==> src/rtl/uart_loader_pkg.sv <==
// Shared types and constants for the UART program loader.
// Checksum byte support is enabled by defining UART_PROGRAM_LOADER_CHECKSUM_EN.
package uart_loader_pkg;

  typedef enum logic [2:0] {
    S_SEND_READY,
    S_SIZE,
    S_PROG,
    S_CKSUM,
    S_SEND_REQ,
    S_DONE,
    S_ERROR
  } loader_state_t;

  localparam logic [7:0] READY_BYTE_DEF     = 8'h99;
  localparam logic [7:0] STDIN_REQ_BYTE_DEF = 8'hAA;
  localparam int         SIZE_BYTES         = 4;
  localparam int         WORD_BYTES         = 4;

endpackage

==> src/rtl/uart_tx_sequencer.sv <==
// Turns a held one-byte send request into a single tx_start pulse.
// tx_start doubles as the guard flag, covering the cycle before tx_busy rises.
module uart_tx_sequencer (
  input  logic       clk,
  input  logic       reset,
  input  logic       send_req,
  input  logic [7:0] send_byte,
  input  logic       tx_busy,
  output logic       send_ack,
  output logic       tx_start,
  output logic [7:0] tx_sdata
);

  logic fire;

  assign fire     = send_req & ~tx_busy & ~tx_start & ~reset;
  assign send_ack = fire;

  // tx_sdata only changes on a new start, which requires tx_busy low.
  always_ff @(posedge clk) begin
    if (reset) begin
      tx_start <= 1'b0;
      tx_sdata <= 8'h00;
    end else begin
      tx_start <= fire;
      if (fire) tx_sdata <= send_byte;
    end
  end

endmodule

==> src/rtl/uart_program_loader.sv <==
// Boot loader: announces readiness, receives a LE size and program words into imem, then requests stdin.
// Optional trailing XOR checksum byte when UART_PROGRAM_LOADER_CHECKSUM_EN is defined.
module uart_program_loader
  import uart_loader_pkg::*;
#(
  parameter int         IMEM_ADDR_WIDTH = 14,
  parameter logic [7:0] READY_BYTE      = READY_BYTE_DEF,
  parameter logic [7:0] STDIN_REQ_BYTE  = STDIN_REQ_BYTE_DEF
) (
  input  logic                       clk,
  input  logic                       reset,
  input  logic [7:0]                 rx_rdata,
  input  logic                       rx_rdata_ready,
  input  logic                       rx_ferr,
  output logic [7:0]                 tx_sdata,
  output logic                       tx_start,
  input  logic                       tx_busy,
  output logic                       imem_we,
  output logic [IMEM_ADDR_WIDTH-1:0] imem_addr,
  output logic [31:0]                imem_wdata,
  output logic                       load_done,
  output logic                       load_error
);

  localparam int          AW        = IMEM_ADDR_WIDTH;
  localparam logic [32:0] MAX_BYTES = 33'(WORD_BYTES) << AW;

  loader_state_t state, state_nxt;
  logic [31:0]   size_q, size_nxt;
  logic [31:0]   word_q, word_nxt;
  logic [1:0]    byte_cnt;
  logic [AW:0]   word_idx, word_idx_inc, num_words;
  logic          rx_ok, rx_bad, last_byte, last_word, size_bad;
  logic          send_req, send_ack;
  logic [7:0]    send_byte;

  assign rx_ok        = rx_rdata_ready & ~rx_ferr;
  assign rx_bad       = rx_rdata_ready & rx_ferr;
  assign size_nxt     = {rx_rdata, size_q[31:8]};
  assign word_nxt     = {rx_rdata, word_q[31:8]};
  assign last_byte    = (byte_cnt == 2'(SIZE_BYTES - 1));
  assign word_idx_inc = word_idx + {{AW{1'b0}}, 1'b1};
  assign last_word    = (word_idx_inc == num_words);
  assign size_bad     = (size_nxt[1:0] != 2'b00) || ({1'b0, size_nxt} > MAX_BYTES);

`ifdef UART_PROGRAM_LOADER_CHECKSUM_EN
  logic [7:0] cksum_q;

  always_ff @(posedge clk) begin
    if (reset)                          cksum_q <= 8'h00;
    else if (state == S_PROG && rx_ok)  cksum_q <= cksum_q ^ rx_rdata;
  end
`endif

  always_comb begin
    state_nxt = state;
    send_req  = 1'b0;
    send_byte = READY_BYTE;
    case (state)
      S_SEND_READY: begin
        send_req = 1'b1;
        if (send_ack) state_nxt = S_SIZE;
      end
      S_SIZE: begin
        if (rx_bad)                       state_nxt = S_ERROR;
        else if (rx_ok && last_byte) begin
          if (size_bad)                   state_nxt = S_ERROR;
          else if (size_nxt == 32'd0)     state_nxt = S_SEND_REQ;
          else                            state_nxt = S_PROG;
        end
      end
      S_PROG: begin
        if (rx_bad)                                  state_nxt = S_ERROR;
`ifdef UART_PROGRAM_LOADER_CHECKSUM_EN
        else if (rx_ok && last_byte && last_word)    state_nxt = S_CKSUM;
`else
        else if (rx_ok && last_byte && last_word)    state_nxt = S_SEND_REQ;
`endif
      end
      S_CKSUM: begin
`ifdef UART_PROGRAM_LOADER_CHECKSUM_EN
        if (rx_bad)     state_nxt = S_ERROR;
        else if (rx_ok) state_nxt = (rx_rdata == cksum_q) ? S_SEND_REQ : S_ERROR;
`else
        state_nxt = S_ERROR;
`endif
      end
      S_SEND_REQ: begin
        send_req  = 1'b1;
        send_byte = STDIN_REQ_BYTE;
        if (send_ack) state_nxt = S_DONE;
      end
      S_DONE:  state_nxt = S_DONE;
      S_ERROR: state_nxt = S_ERROR;
      default: state_nxt = S_ERROR;
    endcase
  end

  always_ff @(posedge clk) begin
    if (reset) begin
      state      <= S_SEND_READY;
      size_q     <= 32'd0;
      word_q     <= 32'd0;
      byte_cnt   <= 2'd0;
      word_idx   <= '0;
      num_words  <= '0;
      imem_we    <= 1'b0;
      imem_addr  <= '0;
      imem_wdata <= 32'd0;
      load_done  <= 1'b0;
      load_error <= 1'b0;
    end else begin
      state      <= state_nxt;
      imem_we    <= 1'b0;
      load_done  <= (state_nxt == S_DONE);
      load_error <= (state_nxt == S_ERROR);
      if (state == S_SIZE && rx_ok) begin
        size_q   <= size_nxt;
        byte_cnt <= byte_cnt + 2'd1;
        if (last_byte) num_words <= size_nxt[AW+2:2];
      end
      // byte_cnt wraps to 0 after the size field, so word assembly starts aligned.
      if (state == S_PROG && rx_ok) begin
        word_q   <= word_nxt;
        byte_cnt <= byte_cnt + 2'd1;
        if (last_byte) begin
          imem_we    <= 1'b1;
          imem_addr  <= word_idx[AW-1:0];
          imem_wdata <= word_nxt;
          word_idx   <= word_idx_inc;
        end
      end
    end
  end

  uart_tx_sequencer u_tx_seq (
    .clk       (clk),
    .reset     (reset),
    .send_req  (send_req),
    .send_byte (send_byte),
    .tx_busy   (tx_busy),
    .send_ack  (send_ack),
    .tx_start  (tx_start),
    .tx_sdata  (tx_sdata)
  );

endmodule

==> config.mk <==
export PLATFORM = sky130hd
export DESIGN_NAME = uart_program_loader
export DESIGN_NICKNAME = d
export VERILOG_FILES = /design/src/rtl/uart_loader_pkg.sv /design/src/rtl/uart_tx_sequencer.sv /design/src/rtl/uart_program_loader.sv
export SDC_FILE = /design/constraint.sdc
export NUM_CORES = 1
export LEC_CHECK = 0
export BUFFER_PORTS_ARGS = -buffer_cell sky130_fd_sc_hd__buf_2
export CORE_UTILIZATION = 60
export CTS_BUF_LIST = sky130_fd_sc_hd__clkbuf_8
export DETAILED_ROUTE_END_ITERATION = 12
export GPL_ROUTABILITY_DRIVEN = 0
export GPL_TIMING_DRIVEN = 0
export HOLD_SLACK_MARGIN = 0.08
export PLACE_DENSITY_LB_ADDON = 0.05
export SYNTH_ARGS = -nofsm -noshare
export SYNTH_HDL_FRONTEND = slang
export SYNTH_SLANG_ARGS = --single-unit
==> constraint.sdc <==
create_clock -name clk -period 2.75 [get_ports clk]
set_clock_uncertainty 0.2 [all_clocks]
set_input_delay 0.4125 -clock clk [delete_from_list [all_inputs] [get_ports clk]]
set_output_delay 0.4125 -clock clk [all_outputs]
set_load 0.01 [all_outputs]
# After elaboration in Yosys (flattened, before gate mapping)
# Index checks and enable logic that the tools add are counted.
[op_classes] addsub=2 magnitude_cmp=1 n_eq_ne=8 n_mux=14 bitwise=10 reduce_logical=13
[ops] cell="32-bit by 17-bit > comparator with 1-bit output, second input constant" count=1
[ops] cell="32-bit logical NOT" count=1
[ops] cell="3-bit 2-to-1 mux" count=8
[ops] cell="15-bit by 1-bit adder with 15-bit output, second input constant" count=1
[ops] cell="15-bit == test" count=1
[ops] cell="3-bit one-hot mux with 5 select lines" count=1
[ops] cell="3-bit == test, second input constant" count=4
[ops] cell="6-bit 2-to-1 mux" count=1
[ops] cell="1-bit bitwise AND" count=5
[ops] cell="1-bit inverter" count=5
[ops] cell="1-bit logical AND" count=4
[ops] cell="2-bit 2-to-1 mux" count=2
[ops] cell="2-bit AND reduction" count=2
[ops] cell="2-bit nonzero test" count=2
[ops] cell="2-bit OR reduction" count=2
[ops] cell="3-bit by 1-bit == test with 1-bit output, second input constant" count=1
[ops] cell="3-bit by 2-bit == test with 1-bit output, second input constant" count=1
[ops] cell="3-bit logical NOT" count=1
[ops] cell="2-bit by 1-bit adder with 2-bit output, second input constant" count=1
[ops] cell="2-bit == test, second input constant" count=1
[ops] cell="1-bit 2-to-1 mux" count=2
[ops] cell="1-bit logical OR" count=1
[totals] register_bits=157 input_bits=13 out_inout_bits=58 wordCells=61

# Depth between registers and ports, before layout
# Gate-level depths: netlist of run 1.
[logic_depth] ltp_word=9 mapped_depth=9 mapped_depth_nobuf=7

# By module
# Synthesis of run 1 repeated with hierarchy kept, for this count alone.
[hier_totals] hier_cells=724 area_unflattened_um2=5811.8
[by_module_without_submodules] mod="uart_program_loader" instances=1 cells_per_inst=686 area_per_inst_um2=5388.9 seq_area_each_um2=2642.5
[by_module_without_submodules] mod="uart_tx_sequencer" instances=1 cells_per_inst=38 area_per_inst_um2=422.9 seq_area_each_um2=180.2

# Worst setup path before layout of run 1
# Ideal clock, no wire load.
[synth_path] path_kind="reg2reg" startpoint="register word_idx[1]" endpoint="register state[1]" setup_time_ns=0.120 t_arrival_ns=2.024 required_ns=2.430 slack_ns=0.406 path_stages_with_launch=8 path_buffers=0 synth_period_minus_slack_ns=2.344 path_cell_list="dfxtp_1 ha_1 nand4_1 or3_1 xnor2_1 a211oi_1 o2111ai_1 o31a_1"
[synth_via] elab_chain_cells=6
[synth_rtl] element="from (decl)" line="uart_program_loader.sv:32" source="logic [AW:0] word_idx, word_idx_inc, num_words;"
[synth_rtl] element="from (signal assigned)" line="uart_program_loader.sv:130" source="word_idx <= word_idx_inc;"
[synth_rtl] element="15-bit by 1-bit adder with 15-bit output" line="uart_program_loader.sv:42" source="assign word_idx_inc = word_idx + {{AW{1'b0}}, 1'b1};"
[synth_rtl] element="15-bit == test" line="uart_program_loader.sv:43" source="assign last_word = (word_idx_inc == num_words);"
[synth_rtl] element="1-bit logical AND" line="uart_program_loader.sv:77" source="else if (rx_ok && last_byte && last_word) state_nxt = S_SEND_REQ;"
[synth_rtl] element="3-bit 2-to-1 mux" line="uart_program_loader.sv:77"
[synth_rtl] element="3-bit 2-to-1 mux" line="uart_program_loader.sv:73" source="if (rx_bad) state_nxt = S_ERROR;"
[synth_rtl] element="3-bit one-hot mux with 5 select lines" line="uart_program_loader.sv:59" source="case (state)"
[synth_rtl] element="to (signal assigned)" line="uart_program_loader.sv:113" source="state <= state_nxt;"
[synth_rtl] element="to (decl)" line="uart_program_loader.sv:28" source="loader_state_t state, state_nxt;"
# No other way between the ends.
# A chain may end at the register's enable or synchronous reset.

# Final worst setup path of run 1
[layout_path] startpoint="register word_idx[3]" endpoint="register state[1]"
# Same word-level chain as after synthesis.

==> results of run 1 <==
## routing by layer
layer | track usage | up-vias | routed length, um
met1 | 0.401 | 2446 | 6190
met4 | 0.144 | 0 | 431
met2 | 0.511 | 226 | 6820
met5 | 0 | - | 0
li1 | - | 2583 | -
met3 | 0.0680 | 41 | 1030
## synth_stat cells, drive strengths merged (8+ instances only)
cell type and n:
a21oi 119, buf 15, clkbuf 39, dfxtp 136, inv 8, nand2 227, nand3 18, nor2 33
nor3 10, nor4 11, o21ai 9, or3 9, xnor2 17, xor2 11
## worst max path at each step
stage | cells after the start | end | slack (ps) | startpoint
CTS | 8 | imem_wdata[25]$_SDFFE_PP0P_ | 2 | byte_cnt[0]$_SDFFE_PP0P_
floorplan | 7 | state[1]$_SDFF_PP0_ | 410 | word_idx[1]$_SDFFE_PP0P_
finish | 9 | state[1]$_SDFF_PP0_ | 10 | word_idx[3]$_SDFFE_PP0P_
global placement | 7 | imem_wdata[22]$_SDFFE_PP0P_ | -350 | rx_ferr
detailed placement | 7 | imem_wdata[25]$_SDFFE_PP0P_ | -390 | rx_ferr
global route | 9 | state[1]$_SDFF_PP0_ | -60 | word_idx[3]$_SDFFE_PP0P_
## logic make-up (layout without fill, tap and decap cells)
kind of cell / count (synthesis) / count (layout) / share of synthesized area
xor gates and xnor gates: 28 / 28 / 0.0442
adders and majority gates: 2 / 2 / 0.00451
buffers and inverters: 62 / 171 / 0.0474
DFF: 136 / 136 / 0.491
AOI/OAI and AO/OA: 151 / 151 / 0.148
and+or+nand+nor: 335 / 335 / 0.259
muxes: 3 / 3 / 0.00541
other: 1 / 2 / 0.000676
## final cells by class
cell class	instances	area, um^2
flip-flops and latches	136	2720
multi-input cells	521	2610
fillers	736	2300
repair buffers	78	440
clock buffers	17	234
plain buffers	53	231
clock inverters	15	143
well taps	108	135
inverters	8	30.0
## state kept, by name, summed over array words and instances, names as in the netlist
signal,count
size_q,24
num_words,15
load_done,1
u_tx_seq.tx_sdata,3
imem_we,1
imem_addr,14
imem_wdata,32
word_idx,15
word_q,24
load_error,1
u_tx_seq.tx_start,1
byte_cnt,2
state,3
## through the flow
stage               worst slack, ps  hold slack, ps  total power [mW]  instances  cell area, um^2
global placement               -346             242              2.14        894             6020
detailed placement             -394             244              2.15        894             6020
CTS                            1.59             113              3.69        935             6500
floorplan                       406             232              2.10        719             5550
global route                  -64.5             144              3.79        936             6540
finish                         13.4             118              3.68        936             6540
## repair_timing
item,4_1_cts,5_1_grt
endpoints found under the hold margin,25,0
pin swaps,0,1
buffers inserted,0,2
gates resized for setup,4,8
endpoints found under the setup margin,55,48
gates cloned,0,0
hold buffers,9,0
## power groups by stage
stage / Combinational (mW) / Clock (mW) / Sequential [mW]
3_5_place_dp: 0.116 / 0 / 2.03
3_3_place_gp: 0.113 / 0 / 2.03
4_1_cts: 0.126 / 1.58 / 1.98
5_1_grt: 0.140 / 1.67 / 1.99
6_report: 0.128 / 1.57 / 1.98
2_1_floorplan: 0.0679 / 0 / 2.03
==> flow_metrics.env, run 1 <==
export IMPL_outcome="complete, no violations"
export IMPL_start_kind="register"
export IMPL_cts_tree="built"
export IMPL_slowest_stage="nor4_2"
export IMPL_maxCapViolCount=0
export IMPL_final_cell_mix="nand2_1 (227), dfxtp_1 (135), a21oi_1 (119), buf_2 (75), clkbuf_1 (35)"
export IMPL_grt_pass1_wl_um=23800
export IMPL_net_switching_power_mw=0.929
export IMPL_synthCells=718
export IMPL_finish_utilization=0.740
export IMPL_synth_distinct_cells=43
export IMPL_die_y_um=98.1
export IMPL_overflow=0
export IMPL_switching_share=0.252
export IMPL_timing_rr_start="word_idx[3]$_SDFFE_PP0P_"
export IMPL_grt_max_degree=17
export IMPL_clock_path_buffers=2
export IMPL_synth_area_top_cells="dfxtp_1 (49%), nand2_1 (15%), a21oi_1 (11%)"
export IMPL_io_pins=71
export IMPL_slew_violations=0
export IMPL_routed_wl_um=14500
export IMPL_cts_buffers=17
export IMPL_first_iter_violations=360
export IMPL_slowest_delay_ps=360
export IMPL_p_int_mw=2.75
export IMPL_area_growth_pct=18.0
export IMPL_clockPowerShare=0.426
export IMPL_power_density_nw_per_um2=563
export IMPL_max_slew_worst_pin_slew_ps=629
export IMPL_crit_buf_inv=3
export IMPL_slew_headroom=0.580
export IMPL_ys_ff_latch=136
export IMPL_fmax_mhz=365
export IMPL_initial_core_util=0.627
export IMPL_hold_end="state[0]$_SDFF_PP0_"
export IMPL_netlist_area_leader_share=0.491
export IMPL_cts_root_buf="clkbuf_8"
export IMPL_synth_main_ff_cell="dfxtp_1"
export IMPL_antenna_found_initial=0
export IMPL_end_kind="register"
export IMPL_hold_violations=0
export IMPL_yosys_warnings=0
export IMPL_wl_per_cell_um=15.5
export IMPL_syn_avg_cell_area_um2=7.73
export IMPL_hpwl_um=10200
export IMPL_dieArea_um2=9630
export IMPL_r2r_end="state[1]$_SDFF_PP0_"
export IMPL_path_cells="buf_2, nand3_1, clkbuf_2, clkbuf_2, o22ai_1, o2111ai_1, nor4_2, o2111ai_2, o31a_1"
export IMPL_r2r_slack_ps=10
export IMPL_nets=830
export IMPL_hold_class="in2reg"
export IMPL_worstPathMaxFanout=10
export IMPL_drive_above_1_share=0.155
export IMPL_via_per_inst=5.66
export IMPL_path_class="reg2reg"
export IMPL_leakage_nw=2.41
export IMPL_worstPathArrival_ps=2880
export IMPL_path_delay_family="compound AO/OA/AOI/OAI gates"
export IMPL_period_share=0.995
export IMPL_netlist_area_um2=5550
export IMPL_comb_power_share=0.035
export IMPL_clock_latency_ps=440
export IMPL_io_buffers=67
export IMPL_htreeDepth=4
export IMPL_diodes=0
export IMPL_peakVddDrop_mv=0.362
export IMPL_coreArea_um2=8850
export IMPL_first_pass_iters=7
export IMPL_seq_area_frac_synth=0.491
export IMPL_grt_usage=0.314
export IMPL_holdPathStages=2
export IMPL_grt_pass1_vias=5015
export IMPL_ff2ff_path_depth=9
export IMPL_min_from="reset"
export IMPL_synth_edf_count=0
export IMPL_postRouteAntennaNets=0
export IMPL_fin_setup_tns_ps=0
export IMPL_yosysTopAreaCell="dfxtp_1"
export IMPL_seqPwrFrac=0.539
export IMPL_finalSetupViolations=0
export IMPL_die_w_um=98.1
export IMPL_drc_errors=0
export IMPL_path_clk_slew_ps=90
export IMPL_cp_required_ps=2890
export IMPL_dr_total_vias=5296
export IMPL_clkSinkCount=136
export IMPL_layout_commonest_cell="nand2_1"
export IMPL_rows=34
export IMPL_critPathMostFrequentCell="clkbuf_2"
export IMPL_async_flop_share=0
export IMPL_min_period_ps=2740
No activity file was read; power rests on OpenSTA's default activity.
==> run 2, diff against run 1 <==
--- a/config.mk
+++ b/config.mk
@@ -6,6 +6,7 @@
 export NUM_CORES = 1
 export LEC_CHECK = 0
 export BUFFER_PORTS_ARGS = -buffer_cell sky130_fd_sc_hd__buf_2
+export CORE_ASPECT_RATIO = 0.9
 export CORE_UTILIZATION = 60
 export CTS_BUF_LIST = sky130_fd_sc_hd__clkbuf_8
 export DETAILED_ROUTE_END_ITERATION = 12
==> run 2 against run 1 <==
Maximum frequency is 2.9% higher. Non-clock buffer count decreased by 2. Sequential power barely moved. Sequential share of layout area decreased by 0.19 points. Die area about the same. Largest power group unchanged.
==> flow_metrics.env, run 2 (same netlist as run 1, synthesis figures left out) <==
export IMPL_hold_violations=0
export IMPL_clkSinkCount=136
export IMPL_area_growth_pct=18.5
export IMPL_grt_max_degree=17
export IMPL_first_pass_iters=5
export IMPL_via_per_inst=5.63
export IMPL_path_delay_family="compound AO/OA/AOI/OAI gates"
export IMPL_finalSetupViolations=0
export IMPL_postCtsSetupBuffers=0
export IMPL_hold_class="in2reg"
export IMPL_grtUsageMet2=0.518
export IMPL_hpwl_um=10100
export IMPL_largest_reg_flops=32
export IMPL_diodes=0
export IMPL_rows=32
export IMPL_largestRegisters="imem_wdata (32), size_q (24), word_q (24)"
export IMPL_path_clk_slew_ps=80
export IMPL_htreeDepth=4
export IMPL_grt_usage=0.319
export IMPL_worstPathMaxFanout=10
export IMPL_net_switching_power_mw=0.931
export IMPL_slowest_delay_ps=330
export IMPL_cts_tree="built"
export IMPL_crit_buf_inv=3
export IMPL_outcome="complete, no violations"
export IMPL_period_share=0.967
export IMPL_path_cells="buf_2, nand3_1, clkbuf_2, clkbuf_2, o22ai_1, o2111ai_1, nor4_2, o2111ai_2, o31a_1"
export IMPL_n_fill_cell=675
export IMPL_postRouteAntennaNets=0
export IMPL_worstPathArrival_ps=2790
export IMPL_r2r_slack_ps=90
export IMPL_io_buffers=67
export IMPL_fmax_mhz=376
export IMPL_max_slew_worst_pin_slew_ps=651
export IMPL_first_iter_violations=321
export IMPL_p_int_mw=2.85
export IMPL_clockPowerShare=0.440
export IMPL_layout_commonest_cell="nand2_1"
export IMPL_top_usage_layer="met2"
export IMPL_leakage_nw=2.41
export IMPL_ff2ff_path_depth=9
export IMPL_comb_power_share=0.034
export IMPL_final_cell_mix="nand2_1 (227), dfxtp_1 (135), a21oi_1 (119), buf_2 (75), clkbuf_1 (35)"
export IMPL_worst_path_stages=9
export IMPL_design_area_um2=6570
export IMPL_seqPwrFrac=0.526
export IMPL_place_area_um2=6030
export IMPL_initial_core_util=0.633
export IMPL_die_w_um=103
export IMPL_slowest_stage="nor4_2"
export IMPL_slew_headroom=0.566
export IMPL_critPathMostFrequentCell="clkbuf_2"
export IMPL_antenna_found_initial=0
export IMPL_dr_total_vias=5319
export IMPL_slew_violations=0
export IMPL_maxCapViolCount=0
export IMPL_peakVddDrop_mv=0.518
export IMPL_clock_path_buffers=2
export IMPL_multi_input_area_um2=2610
export IMPL_clock_latency_ps=430
export IMPL_drive_above_1_share=0.154
export IMPL_path_class="reg2reg"
export IMPL_finish_utilization=0.750
export IMPL_fin_setup_tns_ps=0
export IMPL_start_kind="register"
export IMPL_routed_wl_um=14400
export IMPL_dieArea_um2=9630
export IMPL_grt_pass1_wl_um=23300
export IMPL_finalPower_mw=3.78
export IMPL_holdPathStages=2
export IMPL_wl_per_cell_um=15.2
export IMPL_nets=828
export IMPL_cp_required_ps=2880
export IMPL_gr_usage_met3=0.0583
export IMPL_use_met1=0.409
export IMPL_end_kind="register"
export IMPL_coreArea_um2=8770
export IMPL_cts_root_buf="clkbuf_8"
export IMPL_power_density_nw_per_um2=575
export IMPL_whs_ps=163
export IMPL_switching_share=0.246
export IMPL_seq_area_um2=2720
export IMPL_cts_buffers=17
export IMPL_drc_errors=0
export IMPL_min_period_ps=2660
export IMPL_die_y_um=93.2
export IMPL_overflow=0
export IMPL_regMostFlops="imem_wdata"
export IMPL_io_pins=71
export IMPL_grt_pass1_vias=4927
## run 2: layout make-up
cell class,instances,share of cell area
Timing Repair Buffer,76,0.0647
Tap cell,119,0.0226
Inverter,8,0.00457
Multi-Input combinational cell,521,0.397
Buffer,53,0.0352
Clock buffer,17,0.0356
Clock inverter,15,0.0255
Sequential cell,136,0.414
## run 2: power by group through the flow
| stage | combinational [mW] | clock (mW) | sequential (mW) |
|---|---|---|---|
| final | 0.129 | 1.66 | 1.98 |
| after global routing | 0.141 | 1.76 | 1.99 |
| after CTS | 0.126 | 1.67 | 1.98 |
| after detailed placement | 0.116 | 0 | 2.03 |
| after global placement | 0.113 | 0 | 2.03 |
| after floorplan | 0.0679 | 0 | 2.03 |
## run 2: per-stage QoR
step | worst slack (ps) | std cells
2_1_floorplan | 406 | 719
3_3_place_gp | -343 | 905
3_5_place_dp | -342 | 905
4_1_cts | 7.05 | 946
5_1_grt | -16.4 | 945
6_report | 90.3 | 945
## run 2: worst paths after layout
kind,to,from
worst max-delay path,state[1]$_SDFF_PP0_,word_idx[3]$_SDFFE_PP0P_
worst min-delay path,state[0]$_SDFF_PP0_,reset
worst max register to register,state[1]$_SDFF_PP0_,word_idx[3]$_SDFFE_PP0P_
worst min register to register,imem_wdata[6]$_SDFFE_PP0P_,imem_wdata[6]$_SDFFE_PP0P_
## run 2: repair_timing
item | 4_1_cts | 5_1_grt
hold endpoints to repair | 25 | 0
gates resized for setup | 2 | 12
hold buffers | 9 | 0
setup endpoints to repair | 53 | 39
## run 2: per-layer routing
layer / share of wire / vias to the layer above
li1: - / 2582
met1: 0.44 / 2456
met2: 0.46 / 241
met3: 0.069 / 40
met4: 0.031 / 0
met5: 0 / -
==> run 3, diff against run 2 <==
--- a/config.mk
+++ b/config.mk
@@ -13,6 +13,7 @@
 export GPL_ROUTABILITY_DRIVEN = 0
 export GPL_TIMING_DRIVEN = 0
 export HOLD_SLACK_MARGIN = 0.08
+export MAX_ROUTING_LAYER = met4
 export PLACE_DENSITY_LB_ADDON = 0.05
 export SYNTH_ARGS = -nofsm -noshare
 export SYNTH_HDL_FRONTEND = slang
==> run 3 against run 2 <==
Power hardly changed. Critical path type unchanged. Combinational power is essentially flat. Design area unchanged. Highest routed layer unchanged.
==> flow_metrics.env, run 3 (same netlist as run 1, synthesis figures left out) <==
export IMPL_nets=828
export IMPL_grt_max_degree=17
export IMPL_seq_area_um2=2720
export IMPL_drive_above_1_share=0.154
export IMPL_clkSinkCount=136
export IMPL_largestRegisters="imem_wdata (32), size_q (24), word_q (24)"
export IMPL_postRouteAntennaNets=0
export IMPL_r2r_end="state[1]$_SDFF_PP0_"
export IMPL_grt_pass1_vias=4938
export IMPL_min_period_ps=2650
export IMPL_area_growth_pct=18.5
export IMPL_whs_ps=168
export IMPL_layout_commonest_cell="nand2_1"
export IMPL_grt_pass1_wl_um=23300
export IMPL_n_fill_cell=675
export IMPL_holdPathStages=2
export IMPL_endpoint="state[1]$_SDFF_PP0_"
export IMPL_coreArea_um2=8770
export IMPL_via_per_inst=5.63
export IMPL_cp_required_ps=2880
export IMPL_ff2ff_path_depth=9
export IMPL_max_slew_worst_pin_slew_ps=642
export IMPL_cts_root_buf="clkbuf_8"
export IMPL_worstPathMaxFanout=10
export IMPL_cts_buffers=17
export IMPL_power_density_nw_per_um2=574
export IMPL_final_cell_mix="nand2_1 (227), dfxtp_1 (135), a21oi_1 (119), buf_2 (75), clkbuf_1 (35)"
export IMPL_initial_core_util=0.633
export IMPL_antenna_found_initial=0
export IMPL_slew_headroom=0.570
export IMPL_grt_usage=0.328
export IMPL_first_pass_iters=4
export IMPL_placedCellCount=905
export IMPL_hold_violations=0
export IMPL_finalSetupViolations=0
export IMPL_outcome="complete, no violations"
export IMPL_cp_startpoint="word_idx[3]$_SDFFE_PP0P_"
export IMPL_die_y_um=93.2
export IMPL_clock_latency_ps=440
export IMPL_hold_class="in2reg"
export IMPL_io_buffers=67
export IMPL_postCtsSetupBuffers=0
export IMPL_dieArea_um2=9630
export IMPL_multi_input_area_um2=2610
export IMPL_fmax_mhz=378
export IMPL_diodes=0
export IMPL_path_class="reg2reg"
export IMPL_worstPathArrival_ps=2780
export IMPL_routed_wl_um=14400
export IMPL_io_pins=71
export IMPL_drc_errors=0
export IMPL_timing_rr_start="word_idx[3]$_SDFFE_PP0P_"
export IMPL_finish_utilization=0.750
export IMPL_rows=32
export IMPL_hpwl_um=10100
export IMPL_leakage_nw=2.41
export IMPL_peakVddDrop_mv=0.522
export IMPL_die_w_um=103
export IMPL_cts_tree="built"
export IMPL_largest_reg_flops=32
export IMPL_start_kind="register"
export IMPL_dr_total_vias=5322
export IMPL_period_share=0.963
export IMPL_slew_violations=0
export IMPL_final_cells=945
export IMPL_wl_per_cell_um=15.2
export IMPL_clock_path_buffers=2
export IMPL_htreeDepth=4
export IMPL_overflow=0
export IMPL_path_clk_slew_ps=80
export IMPL_r2r_slack_ps=100
export IMPL_maxCapViolCount=0
export IMPL_regMostFlops="imem_wdata"
export IMPL_end_kind="register"
export IMPL_first_iter_violations=342
==> run 3: cell counts in the layout (fill, tap and decap cells not counted) <==
No cell type changed its count.
==> run 3: how the worst min path moves through the flow <==
stage                          startpoint                          to  slack [ps]
2_1_floorplan      word_q[8]$_SDFFE_PP0P_  imem_wdata[0]$_SDFFE_PP0P_         230
3_3_place_gp   imem_addr[11]$_SDFFE_PP0P_  imem_addr[11]$_SDFFE_PP0P_         240
3_5_place_dp   imem_addr[11]$_SDFFE_PP0P_  imem_addr[11]$_SDFFE_PP0P_         240
4_1_cts                             reset         state[0]$_SDFF_PP0_         150
5_1_grt                             reset         state[0]$_SDFF_PP0_         180
6_report                            reset         state[0]$_SDFF_PP0_         170
==> run 3: timing repair <==
item / CTS / global route
gates resized for setup: 2 / 12
setup endpoints to repair: 53 / 39
cloned: 0 / 0
hold endpoints to repair: 25 / 0
hold buffers: 9 / 0
==> run 3: metrics by stage <==
stage               power, mW  worst slack, ps  TNS, ps  cell area (um^2)
detailed placement       2.15             -342    -8010              6030
CTS                      3.79             7.05        0              6530
finish                   3.78              102        0              6570
floorplan                2.10              406        0              5550
global route             3.89            -16.3    -16.3              6570
global placement         2.14             -343    -8900              6030
==> run 3: worst max-delay path: stages, from the launching register on <==
cell       delay (ps)
dfxtp_1           310
buf_2             160
nand3_1           210
clkbuf_2          250
clkbuf_2          220
o22ai_1           200
o2111ai_1         170
nor4_2            330
o2111ai_2         220
o31a_1            270
==> run 3: layer usage <==
metal,up-vias,global-route usage,part of all wire
met5,-,-,0
met4,0,0.148,0.028
met3,39,0.0583,0.065
met2,228,0.518,0.47
met1,2470,0.408,0.44
li1,2585,-,-
==> run 3: layout make-up <==
| cell class | count | share of cell area |
|---|---|---|
| Multi-Input combinational cell | 521 | 0.397 |
| Clock inverter | 15 | 0.0255 |
| Tap cell | 119 | 0.0226 |
| Inverter | 8 | 0.00457 |
| Buffer | 53 | 0.0352 |
| Clock buffer | 17 | 0.0356 |
| Sequential cell | 136 | 0.414 |
| Timing Repair Buffer | 76 | 0.0647 |
==> run 3: power by group <==
group / total (mW) / internal (mW) / switching, mW
clock: 1.66 / 0.825 / 0.835
combinational: 0.130 / 0.0444 / 0.0854
sequential: 1.99 / 1.98 / 0.00843
total: 3.78 / 2.85 / 0.929
